--- config.mk ---
export PLATFORM = sky130hd
export DESIGN_NAME = singleton_elim_scheduler_flat
export DESIGN_NICKNAME = d
export VERILOG_FILES = /design/src/rtl/singleton_elim_scheduler_if.sv /design/src/rtl/singleton_elim_scheduler.sv /design/src/flat_wrapper.sv
export SDC_FILE = /design/constraint.sdc
export NUM_CORES = 2
export LEC_CHECK = 0
export BUFFER_PORTS_ARGS = -buffer_cell sky130_fd_sc_hd__buf_2
export CAP_MARGIN = 15
export CORE_MARGIN = 10
export CORE_UTILIZATION = 30
export CTS_CLUSTER_SIZE = 16
export DETAILED_ROUTE_END_ITERATION = 8
export GPL_ROUTABILITY_DRIVEN = 0
export PLACE_DENSITY = 0.46
export SYNTH_ARGS = -nofsm -noshare
export SYNTH_HDL_FRONTEND = slang
export SYNTH_SLANG_ARGS = --single-unit
--- constraint.sdc ---
create_clock -name clk -period 14.1 [get_ports clk]
set_clock_uncertainty 0.15 [all_clocks]
set_input_delay 2.115 -clock clk [delete_from_list [all_inputs] [get_ports clk]]
set_output_delay 2.115 -clock clk [all_outputs]
set_load 0.03 [all_outputs]
--- src/rtl/singleton_elim_scheduler_if.sv ---
// Request/result handshake bundle for singleton_elim_scheduler.
// The slave modport is the scheduler; the master modport is the surrounding producers/consumer.
`timescale 1ns/1ps
interface singleton_elim_scheduler_if #(
  parameter int NUM_REQ = 4,
  parameter int TAG_W   = 2
);
  logic [NUM_REQ-1:0]     req_valid;
  logic [128*NUM_REQ-1:0] req_graph;
  logic [NUM_REQ-1:0]     req_ready;
  logic                   out_valid;
  logic                   out_ready;
  logic [127:0]           out_graph;
  logic [5:0]             out_count;
  logic [TAG_W-1:0]       out_tag;

  modport master (
    output req_valid, req_graph, out_ready,
    input  req_ready, out_valid, out_graph, out_count, out_tag
  );

  modport slave (
    input  req_valid, req_graph, out_ready,
    output req_ready, out_valid, out_graph, out_count, out_tag
  );
endinterface

--- src/rtl/singleton_elim_scheduler.sv ---
// Round-robin sharing of one fixed-latency singletonElimination pipeline between NUM_REQ producers,
// with tag/result alignment and a credit-protected first-word-fall-through output FIFO.
`timescale 1ns/1ps
module singleton_elim_scheduler #(
  parameter int NUM_REQ    = 4,
  parameter int TAG_W      = 2,
  parameter int NS_LAG     = 2,
  parameter int CNT_LAG    = 7,
  parameter int FIFO_DEPTH = 8
) (
  input  logic                      clk,
  input  logic                      rst_n,
  singleton_elim_scheduler_if.slave sched,
  output logic [127:0]              dp_graph_in,
  input  logic [127:0]              dp_non_singletons,
  input  logic [5:0]                dp_singleton_count,
  output logic                      idle
);
  localparam int CW = $clog2(FIFO_DEPTH + 1);
  localparam int PW = (FIFO_DEPTH > 1) ? $clog2(FIFO_DEPTH) : 1;
  localparam int EW = TAG_W + 128 + 6;
  localparam logic [CW:0] DepthC = (CW + 1)'(FIFO_DEPTH);

  logic [TAG_W-1:0] rrPtr;
  logic [TAG_W-1:0] grant;
  logic             anyValid;
  logic             canIssue;
  logic             issue;
  int unsigned      idx;

  logic [CW-1:0]    inFlight;
  logic [CW-1:0]    fifoCount;

  logic [CNT_LAG-1:0] vldSr;
  logic [TAG_W-1:0]   tagSr [CNT_LAG];
  logic [127:0]       nsAligned;

  logic               push;
  logic               pop;
  logic [EW-1:0]      fifoMem [FIFO_DEPTH];
  logic [PW-1:0]      wrPtr;
  logic [PW-1:0]      rdPtr;

  function automatic logic [PW-1:0] nextPtr(input logic [PW-1:0] p);
    return (p == PW'(FIFO_DEPTH - 1)) ? '0 : p + PW'(1);
  endfunction

  // Credit counts everything issued but not yet popped, so a push can never find the FIFO full.
  assign canIssue = ({1'b0, inFlight} + {1'b0, fifoCount}) < DepthC;

  always_comb begin
    grant    = rrPtr;
    anyValid = 1'b0;
    idx      = 0;
    for (int unsigned off = 0; off < NUM_REQ; off++) begin
      idx = (32'(rrPtr) + off) % NUM_REQ;
      if (!anyValid && sched.req_valid[idx]) begin
        anyValid = 1'b1;
        grant    = TAG_W'(idx);
      end
    end
  end

  assign issue = anyValid & canIssue & rst_n;

  always_comb begin
    sched.req_ready = '0;
    if (issue) sched.req_ready[grant] = 1'b1;
  end

  assign dp_graph_in = issue ? sched.req_graph[128*32'(grant) +: 128] : '0;

  always_ff @(posedge clk) begin
    if (!rst_n) begin
      rrPtr <= '0;
      vldSr <= '0;
      for (int unsigned k = 0; k < CNT_LAG; k++) tagSr[k] <= '0;
    end else begin
      if (issue) rrPtr <= (grant == TAG_W'(NUM_REQ - 1)) ? '0 : grant + TAG_W'(1);
      vldSr[0] <= issue;
      tagSr[0] <= grant;
      for (int unsigned k = 1; k < CNT_LAG; k++) begin
        vldSr[k] <= vldSr[k-1];
        tagSr[k] <= tagSr[k-1];
      end
    end
  end

  // nonSingletons arrive early; hold them until the matching count is valid.
  generate
    if (CNT_LAG == NS_LAG) begin : gNoAlign
      assign nsAligned = dp_non_singletons;
    end else begin : gAlign
      logic [127:0] nsSr [CNT_LAG-NS_LAG];
      always_ff @(posedge clk) begin
        nsSr[0] <= dp_non_singletons;
        for (int unsigned j = 1; j < CNT_LAG - NS_LAG; j++) nsSr[j] <= nsSr[j-1];
      end
      assign nsAligned = nsSr[CNT_LAG-NS_LAG-1];
    end
  endgenerate

  assign push            = vldSr[CNT_LAG-1];
  assign sched.out_valid = (fifoCount != '0);
  assign pop             = sched.out_valid & sched.out_ready;
  assign {sched.out_tag, sched.out_graph, sched.out_count} = fifoMem[rdPtr];

  always_ff @(posedge clk) begin
    if (push) fifoMem[wrPtr] <= {tagSr[CNT_LAG-1], nsAligned, dp_singleton_count};
  end

  always_ff @(posedge clk) begin
    if (!rst_n) begin
      wrPtr     <= '0;
      rdPtr     <= '0;
      fifoCount <= '0;
      inFlight  <= '0;
    end else begin
      if (push) wrPtr <= nextPtr(wrPtr);
      if (pop)  rdPtr <= nextPtr(rdPtr);
      case ({push, pop})
        2'b10:   fifoCount <= fifoCount + CW'(1);
        2'b01:   fifoCount <= fifoCount - CW'(1);
        default: fifoCount <= fifoCount;
      endcase
      case ({issue, push})
        2'b10:   inFlight <= inFlight + CW'(1);
        2'b01:   inFlight <= inFlight - CW'(1);
        default: inFlight <= inFlight;
      endcase
    end
  end

  assign idle = (inFlight == '0) && (fifoCount == '0);
endmodule

--- src/flat_wrapper.sv ---
// flat-port wrapper written by rule: the top's interface ports become plain ports
module singleton_elim_scheduler_flat 
#(
  parameter int NUM_REQ    = 4,
  parameter int TAG_W      = 2,
  parameter int NS_LAG     = 2,
  parameter int CNT_LAG    = 7,
  parameter int FIFO_DEPTH = 8
)
  (clk, rst_n, dp_graph_in, dp_non_singletons, dp_singleton_count, idle, sched_req_valid, sched_req_graph, sched_out_ready, sched_req_ready, sched_out_valid, sched_out_graph, sched_out_count, sched_out_tag);
  singleton_elim_scheduler_if #(.NUM_REQ(NUM_REQ), .TAG_W(TAG_W)) sched_i ();
  input  logic clk;
  input  logic rst_n;
  output logic [127:0] dp_graph_in;
  input  logic [127:0] dp_non_singletons;
  input  logic [5:0] dp_singleton_count;
  output logic idle;
  input wire logic [$bits(sched_i.req_valid)-1:0] sched_req_valid;
  input wire logic [$bits(sched_i.req_graph)-1:0] sched_req_graph;
  input wire logic [$bits(sched_i.out_ready)-1:0] sched_out_ready;
  output wire logic [$bits(sched_i.req_ready)-1:0] sched_req_ready;
  output wire logic [$bits(sched_i.out_valid)-1:0] sched_out_valid;
  output wire logic [$bits(sched_i.out_graph)-1:0] sched_out_graph;
  output wire logic [$bits(sched_i.out_count)-1:0] sched_out_count;
  output wire logic [$bits(sched_i.out_tag)-1:0] sched_out_tag;
  assign sched_i.req_valid = sched_req_valid;
  assign sched_i.req_graph = sched_req_graph;
  assign sched_i.out_ready = sched_out_ready;
  assign sched_req_ready = sched_i.req_ready;
  assign sched_out_valid = sched_i.out_valid;
  assign sched_out_graph = sched_i.out_graph;
  assign sched_out_count = sched_i.out_count;
  assign sched_out_tag = sched_i.out_tag;
  singleton_elim_scheduler #(.NUM_REQ(NUM_REQ), .TAG_W(TAG_W), .NS_LAG(NS_LAG), .CNT_LAG(CNT_LAG), .FIFO_DEPTH(FIFO_DEPTH)) u_core (.clk(clk), .rst_n(rst_n), .sched(sched_i), .dp_graph_in(dp_graph_in), .dp_non_singletons(dp_non_singletons), .dp_singleton_count(dp_singleton_count), .idle(idle));
endmodule
==> results.yml <==
global_route:
  grt_pass1_vias: 31900
  antenna_found_initial: 162
  busiest_layer: "met2"
  global_route_wire_length_before_repair_um: 275000
  largest_net_degree_at_the_start_of_global_routing: 140
  grt_use_met3_pct: 4.57
  met1_usage_pct: 20.7
  gr-total-overflow: 0
  grt.total_usage_pct: 18.2
  globalRouteMet2Util_pct: 31.5
logic_synthesis:
  count_of_mapped_cells_out_of_synthesis: 2838
  synthArstFlopShare_pct: 0
  synth.ff_latch_count: 1768
  synthesized_cell_area_um2: 59800
  synth_flop_cell: "edfxtp_1"
  synth_seq_area_share_pct: 77.5
  count_of_synthesis_stage_warnings_from_yosys: 0
  syn-num-nets: 3509
  synth.distinct_cells: 41
  post_synth_edffs: 1088
  post_synth.cell_area_avg_um2: 21.1
cts:
  depth_of_the_cts_h_tree: 4
  clock_latency_ns: 0.81
  clock_tree_from_tritoncts: "built"
  cts.sink_count: 1768
  cts.repair.resized: 0
  ctsRootBufferMaster: "clkbuf_16"
  path_clk_slew_ns: 0.06
  cts.repair_timing.setup_buffer_count: 0
  numCtsBuffers: 186
  cts_buffer_depth: 3
  postCtsHoldBufs: 0
route:
  routed_wl_um: 204000
  drt-initial-drc-count: 2184
  route.detailed.wl_per_inst_um: 30.2
  avgViaCountPerCell: 4.58
  drc: 0
  drt.antenna.violating_nets: 0
  vias: 31000
  drt_first_pass_iters: 5
critical_path:
  worst-path-max-fanout: 68
  critPathSlowestCell: "buf_4"
  r2r-start: "u_core.vldSr[6]$_SDFF_PN0_"
  setup_cp_type: "in2out"
  worstPathCellList: "buf_2 > nor2b_1 > a21oi_1 > o211a_2 > inv_2 > nand2_4 > buf_4 > buf_4 > o22ai_2 > buf_2"
  rrSetupSlack_ns: 9.62
  r2r_cells: 5
  arrival_ns: 5.52
  max_stage_delay_ns: 0.92
  timing.critical_path.required_ns: 11.84
  r2r-end: "u_core.fifoMem[6][114]$_DFFE_PP_"
  crit_path_end_kind: "output pin"
  timing.critical_path.from_type: "input pin"
die:
  die-area_um2: 217000
  row_count: 163
  die_boundary_width_um: 466
  design.core.area_um2: 198000
  initial_utilization_pct: 30.2
  floorplan.die.height_um: 466
  io-pin-count: 923
placement:
  dp_hpwl_um: 143000
  placement.io_buffers: 922
layout:
  n_fill_cell: 18400
  area.growth.synth_to_final_pct: 24.0
  layout-drive-gt1-share_pct: 45.1
  nNetsFinal: 4521
timing:
  timing.final.hold_violations: 0
  relSlewSlack_pct: 22.7
  rsz0062_at_grt: "false"
  totalNegativeSetupSlack_ns: 0
  layout_worst_path_cycle_share_pct: 55.2
  timing_max_transition_violations_final: 0
  timing_worst_slew_pin_value_ns: 1.16
  max_freq_mhz: 128
  min_tclk_post_route_ns: 7.79
  setup_viol: 0
outcome:
  run_status: "finished clean"
power:
  largest_vdd_supply_drop_mv: 0.0934
  power.internal_uw: 8780
  p_seq_share_pct: 49.6
  clockPowerShare_pct: 43.4
  total_power_uw: 11400
  net-switching-power_uw: 2600
  power.leakage_uw: 0.0264
  power.share.combinational_pct: 7.0
  power_density_relative_to_cell_area_nw_per_um2: 154
  power.switching_fraction_pct: 22.9
hold_path:
  hold_start: "u_core.gAlign.nsSr[0][324]$_DFF_P_"
  worst_hold_path_type: "reg2reg"
  hold_path_depth: 0
  hold_ep: "u_core.gAlign.nsSr[0][452]$_DFF_P_"
flow_run:
  timing.max_cap.violations: 0
[synth_stat cells (2+ instances only)]
master,instances,area share [%]
a21boi_0,3,0.038
a21oi_1,8,0.067
and2_1,28,0.29
buf_1,8,0.050
buf_2,69,0.58
buf_4,5,0.063
buf_6,14,0.26
clkbuf_1,41,0.26
dfxtp_1,680,23
edfxtp_1,1088,55
ha_1,17,0.36
inv_1,8,0.050
mux2_2,136,2.6
mux2i_1,260,4.4
mux4_2,272,10
nand2_1,10,0.063
nand2b_1,3,0.031
nor2_1,9,0.057
nor2b_1,10,0.10
nor3_1,5,0.042
nor4bb_1,2,0.034
o21a_1,3,0.038
o21ai_0,8,0.067
o22ai_1,8,0.084
o22ai_2,120,2.5
or3_1,3,0.031
or4_1,2,0.025
xnor2_1,3,0.044
xor2_1,3,0.044
[registers in the layout, indices dropped and copies added (netlist names), named ones only]
register / cells
u_core.fifoCount: 4
u_core.rrPtr: 2
u_core.inFlight: 4
u_core.tagSr: 14
u_core.wrPtr: 3
u_core.vldSr: 7
u_core.rdPtr: 3
u_core.gAlign.nsSr: 640
u_core.fifoMem: 1088
[power by group through the flow]
| stage | Clock, uW | Combinational (uW) | Sequential, uW |
|---|---|---|---|
| 2_1_floorplan | 0 | 494 | 5730 |
| 3_3_place_gp | 0 | 790 | 5750 |
| 3_5_place_dp | 0 | 791 | 5760 |
| 4_1_cts | 5100 | 794 | 5650 |
| 5_1_grt | 5310 | 828 | 5650 |
| 6_report | 4940 | 791 | 5640 |
[through the flow]
step	worst slack, ns	instance area (um2)	hold WS, ns	util, %	instances
after global routing	6.15	74000	0.163	37.5	6744
final	6.31	74100	0.164	37.5	6768
after floorplan	3.40	59800	0.160	-	2838
after detailed placement	6.37	67500	0.162	34.1	6302
after CTS	6.36	73800	0.162	37.3	6652
after global placement	6.37	67500	0.160	34.1	6302
[worst max path at each step]
stage                                      to  slack, ns                        from
4_1_cts                      dp_graph_in[109]       6.36                       rst_n
2_1_floorplan  u_core.fifoMem[0][0]$_DFFE_PP_       3.40  u_core.vldSr[6]$_SDFF_PN0_
5_1_grt                      dp_graph_in[109]       6.15                       rst_n
3_3_place_gp                 dp_graph_in[109]       6.37                       rst_n
3_5_place_dp                 dp_graph_in[109]       6.37                       rst_n
6_report                     dp_graph_in[109]       6.31          sched_req_valid[0]
[cells in the final DEF (no fill, tap or decap), types with 4 or more instances in the layout]
master	n
clkbuf_1	39
buf_4	30
bufinv_16	9
clkbuf_16	197
mux2_2	136
mux2i_1	260
o22ai_2	120
o22ai_1	8
edfxtp_1	1088
nor2_4	6
ha_1	17
clkinvlp_4	7
clkinv_8	6
clkbuf_8	31
inv_1	8
o21ai_0	8
a21oi_1	8
buf_12	9
clkinv_4	5
buf_2	922
mux4_2	272
clkinv_2	32
clkinv_1	9
inv_6	5
nand2_1	9
and2_1	28
dfxtp_1	677
inv_4	4
nor2b_1	10
diode_2	116
[logic make-up after synthesis]
logic type / after synthesis / share of synthesized area, %
muxes: 668 / 17.2
buffers and inverters: 146 / 1.27
DFF: 1768 / 77.5
adders and majority gates: 18 / 0.389
and+or+nand+nor: 75 / 0.720
AOI/OAI and AO/OA: 157 / 2.91
xor gates and xnor gates: 6 / 0.0880
[routing by layer]
layer,part of all wire [%],vias up
met5,0.092,-
li1,-,13400
met1,38,15900
met4,5.4,28
met2,51,1187
met3,5.7,512
[cell type report]
| type | count | area, um2 | area share, % |
|---|---|---|---|
| multi-input cells | 924 | 12800 | 17.3 |
| inverters | 9 | 33.8 | 0.0456 |
| well taps | 2640 | 3300 | 4.46 |
| clock inverters | 82 | 828 | 1.12 |
| clock buffers | 268 | 5510 | 7.44 |
| flip-flops and latches | 1768 | 46300 | 62.5 |
| repair buffers | 961 | 5020 | 6.78 |
| diodes | 116 | 290 | 0.392 |
[critical path, delay by kind of cell]
kind                   cells  cell delay [ns]
AOI/OAI and AO/OA          3             0.72
buffers and inverters      5             1.93
and+or+nand+nor            2             0.58
Note: power is estimated with default switching activity, not from simulation.
